**src/rtl/step_counter_pkg.sv**
```systemverilog
// Shared types and helpers for the step_counter3 button-driven 3-bit counter.
package step_counter_pkg;

  typedef logic [2:0] count_t;

  typedef enum logic {IDLE_REL, IDLE_PRS} db_state_e;

  // Clock cycles in a given number of milliseconds, never less than one.
  function automatic int unsigned cyc_of_ms(input int unsigned clk_hz, input int unsigned ms);
    int unsigned c;
    c = clk_hz / 1000 * ms;
    return (c == 0) ? 1 : c;
  endfunction

endpackage

```
**src/rtl/key_debounce.sv**
```systemverilog
// Synchronises one raw active-low button and debounces it into a one-cycle press pulse.
module key_debounce
  import step_counter_pkg::*;
#(
  parameter int unsigned DB_CYC = 4
) (
  input  logic clk,
  input  logic rst_n,
  input  logic key_n,
  output logic press_p
);

  localparam int unsigned CW = (DB_CYC > 1) ? $clog2(DB_CYC) : 1;

  logic [1:0]    sync_q;
  logic          key_s;
  db_state_e     state_q, state_d;
  logic [CW-1:0] cnt_q, cnt_d;
  logic          press_q, press_d;

  assign key_s   = sync_q[1];
  assign press_p = press_q;

  always_ff @(posedge clk or negedge rst_n) begin
    if (!rst_n) begin
      sync_q  <= 2'b11;
      state_q <= IDLE_REL;
      cnt_q   <= '0;
      press_q <= 1'b0;
    end else begin
      sync_q  <= {sync_q[0], key_n};
      state_q <= state_d;
      cnt_q   <= cnt_d;
      press_q <= press_d;
    end
  end

  // Counter only runs while the synchronised level disagrees with the debounced level.
  always_comb begin
    state_d = state_q;
    cnt_d   = '0;
    press_d = 1'b0;
    if (key_s != (state_q == IDLE_REL)) begin
      if (cnt_q == CW'(DB_CYC - 1)) begin
        unique case (state_q)
          IDLE_REL: begin
            state_d = IDLE_PRS;
            press_d = 1'b1;
          end
          IDLE_PRS: state_d = IDLE_REL;
        endcase
      end else begin
        cnt_d = cnt_q + 1'b1;
      end
    end
  end

endmodule

```
**src/rtl/step_counter3.sv**
```systemverilog
// Debounced up/down modulo-8 counter feeding Q2..Q0 of the 7-segment decoder.
// Optional auto-step prescaler enabled by defining STEP_AUTO_EN.
module step_counter3
  import step_counter_pkg::*;
#(
  parameter int unsigned CLK_HZ      = 50_000_000,
  parameter int unsigned DEBOUNCE_MS = 20,
  parameter int unsigned AUTO_HZ     = 1
) (
  input  logic clk,
  input  logic rst_n,
  input  logic key_up,
  input  logic key_dn,
  input  logic run,
  output logic Q0,
  output logic Q1,
  output logic Q2
);

  localparam int unsigned DB_CYC   = cyc_of_ms(CLK_HZ, DEBOUNCE_MS);
  localparam int unsigned AUTO_DIV = (AUTO_HZ == 0) ? 1 : AUTO_HZ;
  localparam int unsigned TICK_RAW = CLK_HZ / AUTO_DIV;
  localparam int unsigned TICK_CYC = (TICK_RAW == 0) ? 1 : TICK_RAW;

  logic   up_p, dn_p, tick;
  count_t count_q, count_d;

  key_debounce #(.DB_CYC(DB_CYC)) u_db_up (
    .clk    (clk),
    .rst_n  (rst_n),
    .key_n  (key_up),
    .press_p(up_p)
  );

  key_debounce #(.DB_CYC(DB_CYC)) u_db_dn (
    .clk    (clk),
    .rst_n  (rst_n),
    .key_n  (key_dn),
    .press_p(dn_p)
  );

`ifdef STEP_AUTO_EN
  localparam int unsigned PW = (TICK_CYC > 1) ? $clog2(TICK_CYC) : 1;

  logic [PW-1:0] presc_q;

  assign tick = run && (presc_q == PW'(TICK_CYC - 1));

  always_ff @(posedge clk or negedge rst_n) begin
    if (!rst_n) begin
      presc_q <= '0;
    end else if (!run || tick) begin
      presc_q <= '0;
    end else begin
      presc_q <= presc_q + 1'b1;
    end
  end
`else
  logic unused_cfg;

  assign tick       = 1'b0;
  assign unused_cfg = run ^ (TICK_CYC == 0);
`endif

  // Simultaneous up and down pulses cancel; a tick stacks with an up pulse.
  always_comb begin
    count_d = count_q + count_t'(up_p) - count_t'(dn_p) + count_t'(tick);
  end

  always_ff @(posedge clk or negedge rst_n) begin
    if (!rst_n) begin
      count_q <= '0;
    end else begin
      count_q <= count_d;
    end
  end

  assign Q0 = count_q[0];
  assign Q1 = count_q[1];
  assign Q2 = count_q[2];

endmodule

```
**config.mk**
```make
export PLATFORM = sky130hd
export DESIGN_NAME = step_counter3
export DESIGN_NICKNAME = d
export VERILOG_FILES = /design/src/rtl/step_counter_pkg.sv /design/src/rtl/key_debounce.sv /design/src/rtl/step_counter3.sv
export SDC_FILE = /design/constraint.sdc
export NUM_CORES = 1
export LEC_CHECK = 0
export CAP_MARGIN = 5
export CORE_ASPECT_RATIO = 1.2
export CORE_UTILIZATION = 49
export DETAILED_ROUTE_END_ITERATION = 8
export PLACE_DENSITY = 0.66
export SLEW_MARGIN = 40
export SYNTH_ARGS = -nofsm -noshare
export SYNTH_HDL_FRONTEND = slang
export SYNTH_SLANG_ARGS = --single-unit
```
**constraint.sdc**
```tcl
create_clock -name clk -period 2.1 [get_ports clk]
set_input_delay 0.42 -clock clk [delete_from_list [all_inputs] [get_ports clk]]
set_output_delay 0.42 -clock clk [all_outputs]
set_load 0.02 [all_outputs]
```
==> results_dict.tcl <==
set metrics [dict create \
    diodes 0 \
    switching_share_pct 21.2 \
    overflow 0 \
    wl_met3_um 85 \
    clockBufferDepth 2 \
    grt_antenna_before_repair 0 \
    power_switching_w 0.000379 \
    syn_to_final_growth_pct 11.9 \
    die_x_um 66.6 \
    vias 1719 \
    drc 0 \
    synth.distinct_cells 30 \
    syn_area_per_cell_um2 10.5 \
    tightest_slew_ps 589 \
    cts.clk_slew.worst_paths_ps 100 \
    combPwrFrac_pct 3.6 \
    min_path_type "input port to async pin" \
    yosysWarnings 0 \
    outcome "finished, final reports clean" \
    post-route-period-util_pct 93.7 \
    io_pins 8 \
    fin_skew_ps 10.5 \
    clkPwrFrac_pct 39.9 \
    io_buffers 6 \
    wl_per_cell_um 14.5 \
    intPower_w 0.00141 \
    power.density_nw_per_um2 650 \
    synth_area_um2 2460 \
    clock_sinks 51 \
    postRouteAntennaNets 0 \
    viasPerCell 5.56 \
    cp.arrival_ps 2150 \
    synth-seq-cells 51 \
    crit_required_ps 2280 \
    wirelength_um 4480 \
    clock_latency_ps 310 \
    fmax_mhz 508 \
    wl_met2_um 2280 \
    met1_length_um 2040 \
    syn_nets 244 \
    worstSetupPathType "flop to flop" \
    nets 260 \
    cts_made_buffers 5 \
    grt_max_degree 28 \
    dieArea_um2 5300 \
    dr.pass1.iters 4 \
    core_um2 4700 \
    cts_tree "done" \
    cts_root_buffer "clkbuf_8" \
    synth_cells 234 \
    p_seq_share_pct 56.5 \
    htreeDepth 2 \
    leakagePower_nw 1.11 \
    regArea_um2 1280 \
    dp_hpwl_um 3180 \
    relSlewSlack_pct 60.7 \
    grt_setup_unrepaired "no" \
    start_kind "flop" \
    cts_setup_buffers 0 \
    grtUsageTotal_pct 19.3 \
    fp-row-count 27 \
    die_y_um 79.6 \
    grt_pass1_wl_um 7690 \
    ctsHoldBuffers 0 \
    routabilityCongestion 0.797 \
    maxCapViolCount 0 \
    setup-violations-final 0 \
    peakVddDrop_uv 343 \
    fill_cells 422 \
    dr.first_iter.drc_count 88 \
    fin_tns_setup_ps 0 \
    multi_input_area_um2 1100 \
    highest_layer "met4" \
    hold_viol 0 \
    layout-drive-gt1-share_pct 13.1 \
    whs_ps 99.9 \
    initial_core_util_pct 52.3 \
    grt_pass1_vias 1701 \
    critPathCaptureType "flop" \
    finalWorstPathRequiredPeriod_ps 1970 \
    slew_viol_final 0 \
    crit_fanout 8 \
    ctsResizeCount 0 \
    ys_seq_area_share_pct 52.2 \
]
-- power groups by stage --
stage	Combinational, W	Sequential, W	Clock [W]
floorplan	0.0000288	0.00103	0
global placement	0.0000653	0.00103	0
detailed placement	0.0000666	0.00103	0
CTS	0.0000669	0.00101	0.000728
global route	0.0000746	0.00101	0.000772
finish	0.0000645	0.00101	0.000712
-- worst paths after layout --
path | slack (ps) | cells after the start | from | to
worst max register to register | 130 | 5 | u_db_up.cnt_q[16]$_DFF_PN0_ | u_db_up.cnt_q[17]$_DFF_PN0_
worst min register to register | 360 | 0 | u_db_up.sync_q[0]$_DFF_PN1_ | u_db_up.sync_q[1]$_DFF_PN1_
worst min-delay path | 100 | 1 | rst_n | u_db_up.cnt_q[7]$_DFF_PN0_
worst max-delay path | 130 | 5 | u_db_up.cnt_q[16]$_DFF_PN0_ | u_db_up.cnt_q[17]$_DFF_PN0_
max in group asynchronous | 1370 | 2 | rst_n | u_db_up.sync_q[1]$_DFF_PN1_
min in group clk | 360 | 0 | u_db_up.sync_q[0]$_DFF_PN1_ | u_db_up.sync_q[1]$_DFF_PN1_
-- registers in the layout (all words and copies together) (netlist names) --
name	cells
u_db_up.state_q	1
count_q	3
u_db_up.sync_q	2
u_db_dn.sync_q	2
u_db_dn.state_q	1
u_db_dn.press_p	1
u_db_up.cnt_q	20
u_db_dn.cnt_q	20
u_db_up.press_p	1
-- synth_stat cells (all sizes together) --
master	number	share of area, %
or3	8	2.0
buf	4	1.0
nor4b	2	0.71
or2	4	1.0
and4bb	2	1.0
nand3	12	2.4
inv	10	1.5
dfstp	4	4.3
a21oi	12	2.4
clkbuf	2	0.31
or4b	2	0.82
fa	1	0.82
nand2	16	2.4
o31ai	12	4.8
nor2	26	4.0
dfrtp	47	48
or4	8	2.5
nor3	6	1.2
xnor2	15	5.3
xor2	13	4.6
o21ai	6	1.2
ha	4	2.0
and4	4	1.4
and3	4	1.0
nor4	4	1.0
nand4	6	2.0
-- stage by stage --
stage,setup WS [ps],total power (W),util [%],std cells,instance area (um2)
after global routing,3.61,0.00186,58.5,309,2750
after global placement,185,0.00109,56.0,301,2630
after detailed placement,128,0.00110,56.0,301,2630
after CTS,111,0.00181,58.5,309,2750
after floorplan,301,0.00105,-,234,2460
final,133,0.00179,58.5,309,2750
-- layout by cell type (no fill, tap or decap) --
master,synthesis,layout
a21oi_1,12,12
and3_1,4,4
and4_1,4,4
and4bb_2,2,2
buf_12,0,1
buf_2,2,1
buf_4,2,8
bufinv_16,0,1
clkbuf_8,0,6
clkdlybuf4s50_1,0,5
clkinv_2,0,1
dfrtp_1,47,47
dfstp_2,4,4
fa_1,1,1
ha_1,4,4
inv_1,10,10
nand2_1,16,16
nand3_1,12,12
nand4_1,4,4
nand4_2,2,2
nor2_1,26,26
nor3_1,6,6
nor4_1,4,4
nor4b_1,2,2
o21ai_0,6,6
o31ai_1,10,10
o31ai_4,2,2
or2_2,4,4
or3_1,8,8
or4_1,7,7
or4_2,1,1
or4b_1,2,2
xnor2_1,15,15
xor2_1,13,13
-- layer usage --
layer / global-route usage [%] / vias up
li1: - / 858
met1: 23.0 / 839
met2: 33.3 / 14
met3: 4.00 / 8
met4: 7.45 / 0
met5: 0 / -
-- critical path, stage by stage, from the launching register on --
cell     delay, ps
dfrtp_1        410
nand3_1        140
or4b_1         590
o31ai_4        420
buf_4          230
a21oi_1         60
-- cell families (layout without fill, tap and decap cells) --
family          Yosys count  count (layout)  share of synthesized area [%]
xor+xnor                 28              28                           9.98
compound gates           30              30                           8.46
fa+ha+maj                 5               5                           2.85
buf+inv                  16              33                           2.85
simple gates            104             104                           23.7
flops                    51              51                           52.2
-- cell type report --
class,instances,share of cell area (%)
clock inverters,2,1.27
well taps,58,2.64
repair buffers,15,4.92
inverters,10,1.37
flip-flops and latches,51,46.6
clock buffers,6,3.00
multi-input cells,167,40.2
Note: power is estimated with default switching activity, not from simulation.
